--- config.mk ---
export PLATFORM = sky130hd
export DESIGN_NAME = mem_load_unit_flat
export DESIGN_NICKNAME = d
export VERILOG_FILES = /design/src/rtl/mem_load_if.sv /design/src/rtl/mem_load_unit.sv /design/src/flat_wrapper.sv
export SDC_FILE = /design/constraint.sdc
export NUM_CORES = 1
export LEC_CHECK = 0
export BUFFER_PORTS_ARGS = -buffer_cell sky130_fd_sc_hd__buf_2
export CAP_MARGIN = 20
export CORE_ASPECT_RATIO = 1.1
export CORE_UTILIZATION = 36
export CTS_BUF_LIST = sky130_fd_sc_hd__clkbuf_16
export DETAILED_ROUTE_END_ITERATION = 7
export PLACE_DENSITY_LB_ADDON = 0.08
export SLEW_MARGIN = 20
export SYNTH_ARGS = -nofsm -noshare
export SYNTH_HDL_FRONTEND = slang
export SYNTH_SLANG_ARGS = --single-unit
--- constraint.sdc ---
create_clock -name clk -period 2.1 [get_ports clk]
set_input_delay 0.63 -clock clk [delete_from_list [all_inputs] [get_ports clk]]
set_output_delay 0.63 -clock clk [all_outputs]
set_load 0.02 [all_outputs]
--- src/rtl/mem_load_if.sv ---
// Request, memory-read and response signals of the load unit.
// The unit connects through the slave modport and the requester through the master modport.
interface mem_load_if #(
  parameter int ADDR_WIDTH = 32,
  parameter int DATA_WIDTH = 32,
  parameter int RD_WIDTH   = 5
);
  logic                  req_valid_in;
  logic                  req_ready_out;
  logic [ADDR_WIDTH-1:0] req_addr_in;
  logic [2:0]            req_func_in;
  logic [RD_WIDTH-1:0]   req_rd_in;
  logic                  mem_en_out;
  logic [ADDR_WIDTH-1:0] mem_addr_out;
  logic [DATA_WIDTH-1:0] mem_rdata_in;
  logic                  resp_valid_out;
  logic                  resp_ready_in;
  logic [DATA_WIDTH-1:0] resp_data_out;
  logic [RD_WIDTH-1:0]   resp_rd_out;

  modport slave (
    input  req_valid_in, req_addr_in, req_func_in, req_rd_in, mem_rdata_in, resp_ready_in,
    output req_ready_out, mem_en_out, mem_addr_out, resp_valid_out, resp_data_out, resp_rd_out
  );

  modport master (
    output req_valid_in, req_addr_in, req_func_in, req_rd_in, mem_rdata_in, resp_ready_in,
    input  req_ready_out, mem_en_out, mem_addr_out, resp_valid_out, resp_data_out, resp_rd_out
  );
endinterface

--- src/rtl/mem_load_unit.sv ---
// Single-outstanding load unit: word-aligned read of a synchronous data memory,
// byte/halfword/word extraction with sign or zero extension, valid/ready result.
module mem_load_unit #(
  parameter int DATA_WIDTH   = 32,
  parameter int ADDR_WIDTH   = 32,
  parameter int READ_LATENCY = 1,
  parameter int RD_WIDTH     = 5
) (
  input  logic        clk,
  input  logic        rst_n,
  mem_load_if.slave   bus,
  output logic        busy_out
);

  typedef enum logic [1:0] {
    S_IDLE,
    S_WAIT,
    S_RESP
  } state_t;

  localparam logic [2:0] F_LB  = 3'b000;
  localparam logic [2:0] F_LH  = 3'b001;
  localparam logic [2:0] F_LBU = 3'b100;
  localparam logic [2:0] F_LHU = 3'b101;

  state_t                state;
  logic [3:0]            cnt;
  logic [1:0]            off;
  logic [2:0]            func;
  logic [RD_WIDTH-1:0]   rd;
  logic [DATA_WIDTH-1:0] resp_data;
  logic                  resp_valid;
  logic                  busy;
  logic [DATA_WIDTH-1:0] load_data;
  logic [DATA_WIDTH-1:0] byte_shift;
  logic [DATA_WIDTH-1:0] half_shift;

  assign bus.req_ready_out  = rst_n && (state == S_IDLE);
  assign bus.mem_en_out     = bus.req_valid_in && bus.req_ready_out;
  assign bus.mem_addr_out   = {bus.req_addr_in[ADDR_WIDTH-1:2], 2'b00};
  assign bus.resp_valid_out = resp_valid;
  assign bus.resp_data_out  = resp_data;
  assign bus.resp_rd_out    = rd;
  assign busy_out           = busy;

  // Halfword offset rounds down to an even byte, matching the store side.
  assign byte_shift = bus.mem_rdata_in >> {off, 3'b000};
  assign half_shift = bus.mem_rdata_in >> {off[1], 4'b0000};

  always_comb begin
    // NOTE: default first so every path assigns load_data and no latch is inferred.
    load_data = bus.mem_rdata_in;
    case (func)
      F_LB:    load_data = {{(DATA_WIDTH-8){byte_shift[7]}}, byte_shift[7:0]};
      F_LBU:   load_data = {{(DATA_WIDTH-8){1'b0}}, byte_shift[7:0]};
      F_LH:    load_data = {{(DATA_WIDTH-16){half_shift[15]}}, half_shift[15:0]};
      F_LHU:   load_data = {{(DATA_WIDTH-16){1'b0}}, half_shift[15:0]};
      default: load_data = bus.mem_rdata_in;
    endcase
  end

  // NOTE: sequential state uses non-blocking assignments so all registers see pre-edge values.
  always_ff @(posedge clk or negedge rst_n) begin
    if (!rst_n) begin
      state      <= S_IDLE;
      cnt        <= '0;
      off        <= '0;
      func       <= '0;
      rd         <= '0;
      resp_data  <= '0;
      resp_valid <= 1'b0;
      busy       <= 1'b0;
    end else begin
      case (state)
        S_IDLE: begin
          if (bus.req_valid_in) begin
            off   <= bus.req_addr_in[1:0];
            func  <= bus.req_func_in;
            rd    <= bus.req_rd_in;
            cnt   <= 4'(READ_LATENCY - 1);
            busy  <= 1'b1;
            state <= S_WAIT;
          end
        end
        S_WAIT: begin
          if (cnt != 4'd0) begin
            cnt <= cnt - 4'd1;
          end else begin
            resp_data  <= load_data;
            resp_valid <= 1'b1;
            state      <= S_RESP;
          end
        end
        S_RESP: begin
          if (bus.resp_ready_in) begin
            resp_valid <= 1'b0;
            busy       <= 1'b0;
            state      <= S_IDLE;
          end
        end
        default: state <= S_IDLE;
      endcase
    end
  end

endmodule

--- src/flat_wrapper.sv ---
// flat-port wrapper written by rule: the top's interface ports become plain ports
module mem_load_unit_flat 
#(
  parameter int DATA_WIDTH   = 32,
  parameter int ADDR_WIDTH   = 32,
  parameter int READ_LATENCY = 1,
  parameter int RD_WIDTH     = 5
)
  (clk, rst_n, busy_out, bus_req_valid_in, bus_req_addr_in, bus_req_func_in, bus_req_rd_in, bus_mem_rdata_in, bus_resp_ready_in, bus_req_ready_out, bus_mem_en_out, bus_mem_addr_out, bus_resp_valid_out, bus_resp_data_out, bus_resp_rd_out);
  mem_load_if #(.ADDR_WIDTH(ADDR_WIDTH), .DATA_WIDTH(DATA_WIDTH), .RD_WIDTH(RD_WIDTH)) bus_i ();
  input  logic clk;
  input  logic rst_n;
  output logic busy_out;
  input wire logic [$bits(bus_i.req_valid_in)-1:0] bus_req_valid_in;
  input wire logic [$bits(bus_i.req_addr_in)-1:0] bus_req_addr_in;
  input wire logic [$bits(bus_i.req_func_in)-1:0] bus_req_func_in;
  input wire logic [$bits(bus_i.req_rd_in)-1:0] bus_req_rd_in;
  input wire logic [$bits(bus_i.mem_rdata_in)-1:0] bus_mem_rdata_in;
  input wire logic [$bits(bus_i.resp_ready_in)-1:0] bus_resp_ready_in;
  output wire logic [$bits(bus_i.req_ready_out)-1:0] bus_req_ready_out;
  output wire logic [$bits(bus_i.mem_en_out)-1:0] bus_mem_en_out;
  output wire logic [$bits(bus_i.mem_addr_out)-1:0] bus_mem_addr_out;
  output wire logic [$bits(bus_i.resp_valid_out)-1:0] bus_resp_valid_out;
  output wire logic [$bits(bus_i.resp_data_out)-1:0] bus_resp_data_out;
  output wire logic [$bits(bus_i.resp_rd_out)-1:0] bus_resp_rd_out;
  assign bus_i.req_valid_in = bus_req_valid_in;
  assign bus_i.req_addr_in = bus_req_addr_in;
  assign bus_i.req_func_in = bus_req_func_in;
  assign bus_i.req_rd_in = bus_req_rd_in;
  assign bus_i.mem_rdata_in = bus_mem_rdata_in;
  assign bus_i.resp_ready_in = bus_resp_ready_in;
  assign bus_req_ready_out = bus_i.req_ready_out;
  assign bus_mem_en_out = bus_i.mem_en_out;
  assign bus_mem_addr_out = bus_i.mem_addr_out;
  assign bus_resp_valid_out = bus_i.resp_valid_out;
  assign bus_resp_data_out = bus_i.resp_data_out;
  assign bus_resp_rd_out = bus_i.resp_rd_out;
  mem_load_unit #(.DATA_WIDTH(DATA_WIDTH), .ADDR_WIDTH(ADDR_WIDTH), .READ_LATENCY(READ_LATENCY), .RD_WIDTH(RD_WIDTH)) u_core (.clk(clk), .rst_n(rst_n), .bus(bus_i), .busy_out(busy_out));
endmodule
==> run metrics <==
post-DP HPWL=5.23 mm; Post-Syn Area=0.00281 mm²; Detailed Route WL=7.00 mm; cell total after placement=476; fin cells=484; top cell type by total area after synthesis=dfrtp_1; Critical Path Max Stage Delay=0.39 ns; clk slew on worst S/H paths=0.07 ns; first drt pass iteration count=4; CTS tree=done; Syn Area/Cell=8.91 µm²; routing usage on met1=0.222; Main synth FF type=dfrtp_1; Switch Pwr=2.24 mW; area of the multi-input gates=0.00118 mm²; vias per cell=4.78; clock share of power=0.150; vias in the first global route=2225; GR peak layer=met2; Storage cell area=0.00125 mm²; FILL cells=781; Slew headroom=0.572; reg-to-reg endpoint=u_core.bus.resp_data_out[9]; site row count=33; number of diodes=0; sequential share of the synthesized area=0.446; FF+latch count, synth=50; hold path cells=2; Synth top area share=0.446; Die Wd=86.2 µm; overall global routing resource usage=0.178; status=complete, no violations; clock period minus worst slack=1.97 ns; Reg-to-Reg Start=u_core.cnt[0]; met2 Usage GRT=0.310; Inserted Clock Buffers=5; ys async rst share=1.00; number of I/O pins=149; Slew @ Worst Pin=0.642 ns; Area after DPL=0.00320 mm²; clock net sink count=50; final clock skew=0.00542 ns; Int Pwr=2.89 mW; starting density of the core=0.374; Synth cell types=39; Max stage delay cell, worst path=or3_4; arrival time at the worst endpoint=2.19 ns; WP data required=2.33 ns; DIE AREA=0.00816 mm²; global-route wire length before repair=11.1 mm; Synth Warn #=0; global-route met3 utilization=0.0385; final setup violation count=0; Pleak=1.71 nW; Core Footprint=0.00751 mm²; area grow syn2layout=19.1%; largest net degree at the start of global routing=51; Clock Tree Root=clkbuf_16; TNS Setup=0 ns; reg2reg setup slack=0.13 ns; crit path kind=flip-flop to flip-flop; HP Class=flip-flop to flip-flop; via count=2315; Period Utilization, post-route=0.937; power per cell area=1530 mW/mm²; EDFF count, synth=0; Hold Fails Final Rpt=0; Clock Path Buffers=2; post-route ant nets=0; CP Max Fanout=19; GPL Wtd Cong=0.754; Max Slew Vio Count=0; mux cell area share after synthesis=0.0695; Post-Synth XOR/XNOR Area=0.00624; sw frac=0.436; Nets=456; overflow left after global routing=0; sequential power share=0.332; largest family of logic cells by synthesized area=simple AND/OR/NAND/NOR gates; post-synthesis adder-cell area fraction=0.00891; layout cells sized above 1=0.338; Peak VDD IR=0.000586 V; Endpoint, Worst Hold=u_core.bus.resp_valid_out; Skew-Pair Late Insertion Delay=0.28 ns; main area contributors after synthesis=dfrtp_1, nand2_1, buf_4; Worst setup EP type=flip-flop; post-synthesis simple-gate area fraction=0.186; initial antenna violation count=0; Die Y=94.6 µm; port bufs=86; MaxCap Viol Count=0; H-tree depth=2; startpoint class of the critical path=flip-flop; Starting DRT DRC Count=73; R2R depth=7; DRC=0; design area=0.00334 mm²; FMAX=508 MHz; RSZ-0062 raised after global routing=no; worst hold path startpoint=u_core.bus.resp_valid_out; Avg WL per Cell=14.5 µm; Pwr Total=5.13 mW; Logic pwr share=0.518; # Post-CTS Setup Buffers=0; worst path cell trace=inv_1 -> ha_1 -> or3b_4 -> or3_4 -> buf_12 -> a221oi_1 -> a21o_1; Util after Layout=0.445; Synth Instances=315; post-synthesis compound-gate area fraction=0.146
## worst max path at each step
stage                               from                            to  slack [ns]  cells past startpoint
global placement    bus_mem_rdata_in[31]  u_core.bus.resp_data_out[19]        0.05                      6
floorplan                  u_core.cnt[0]   u_core.bus.resp_data_out[7]        0.15                      7
detailed placement  bus_mem_rdata_in[31]  u_core.bus.resp_data_out[18]        0.03                      6
finish                     u_core.cnt[0]   u_core.bus.resp_data_out[9]        0.13                      7
global route               u_core.cnt[1]  u_core.bus.resp_data_out[13]        0.01                      7
CTS                        u_core.cnt[0]   u_core.bus.resp_data_out[9]        0.02                      7
## cells by family (layout without fill, tap and decap cells)
group | after synthesis | after routing
AO/OA/AOI/OAI | 62 | 62
adder cells (fa/ha/maj) | 2 | 2
other | 1 | 2
buffers and inverters | 63 | 126
XOR/XNOR | 2 | 2
flip-flops | 50 | 50
multiplexers | 17 | 17
AND/OR/NAND/NOR | 118 | 118
## synth_stat cells, drive strengths merged, types with 2 or more instances
library cell  instances
nand3                 6
nor3                  3
nor2b                 8
o21ai                16
mux2i                 6
nor2                 21
clkbuf                9
xor2                  2
buf                  40
nand2b                7
o22a                  2
and2                  2
a21oi                22
mux2                 10
a221oi                9
inv                  14
ha                    2
a21o                  8
nand2                66
dfrtp                50
## state kept, by name, summed over array words and instances (netlist names)
name and flops:
u_core.func 3, u_core.bus.resp_valid_out 1, u_core.bus.resp_data_out 32, u_core.bus.resp_rd_out 5, u_core.off 2, u_core.busy_out 1, u_core.state 2, u_core.cnt 4
## worst max-delay path: cells and delay by family, from the launching register on
kind / cells / cell delay [ns]
buf+inv: 2 / 0.25
fa+ha+maj: 1 / 0.14
compound gates: 2 / 0.38
simple gates: 2 / 0.76
flops: 1 / 0.37
## area by class of cell
class,instances,area share
Sequential cell,50,0.374
Tap cell,105,0.0393
Clock inverter,3,0.00374
Inverter,14,0.0157
Timing Repair Buffer,104,0.177
Clock buffer,5,0.0374
Multi-Input combinational cell,203,0.353
## power by group through the flow
stage          Combinational (mW)  Sequential (mW)  Clock [mW]
6_report                     2.66             1.70       0.771
3_3_place_gp                 2.66             1.72           0
4_1_cts                      2.69             1.71       0.799
2_1_floorplan                1.45             2.12           0
3_5_place_dp                 2.68             1.73           0
5_1_grt                      2.93             1.76       0.837
## repair_timing
action / 4_1_cts / 5_1_grt
setup endpoints to repair: 0 / 8
resized for setup: 0 / 1
hold buffers: 0 / 0
## per-stage QoR
stage	setup slack, ns	hold slack (ns)
3_3_place_gp	0.0481	0.455
2_1_floorplan	0.153	0.334
6_report	0.133	0.473
5_1_grt	0.0123	0.486
3_5_place_dp	0.0278	0.460
4_1_cts	0.0231	0.478
## metal layers
layer / wire length [µm] / up-vias
li1: - / 1141
met1: 3130 / 1092
met2: 3470 / 78
met3: 353 / 4
met4: 41 / 0
met5: 0 / -
## cell usage in the layout, fill, tap and decap left out, drive strengths merged, types with 2 or more instances in the layout
| master | netlist | routed |
|---|---|---|
| a21o | 8 | 8 |
| a21oi | 22 | 22 |
| a221oi | 9 | 9 |
| and2 | 2 | 2 |
| buf | 40 | 104 |
| clkbuf | 9 | 5 |
| clkinv | 0 | 2 |
| conb | 1 | 2 |
| dfrtp | 50 | 50 |
| ha | 2 | 2 |
| inv | 14 | 15 |
| mux2 | 10 | 10 |
| mux2i | 6 | 6 |
| nand2 | 66 | 66 |
| nand2b | 7 | 7 |
| nand3 | 6 | 6 |
| nor2 | 21 | 21 |
| nor2b | 8 | 8 |
| nor3 | 3 | 3 |
| o21ai | 16 | 16 |
| o22a | 2 | 2 |
| xor2 | 2 | 2 |
Note: power is estimated with default switching activity, not from simulation.
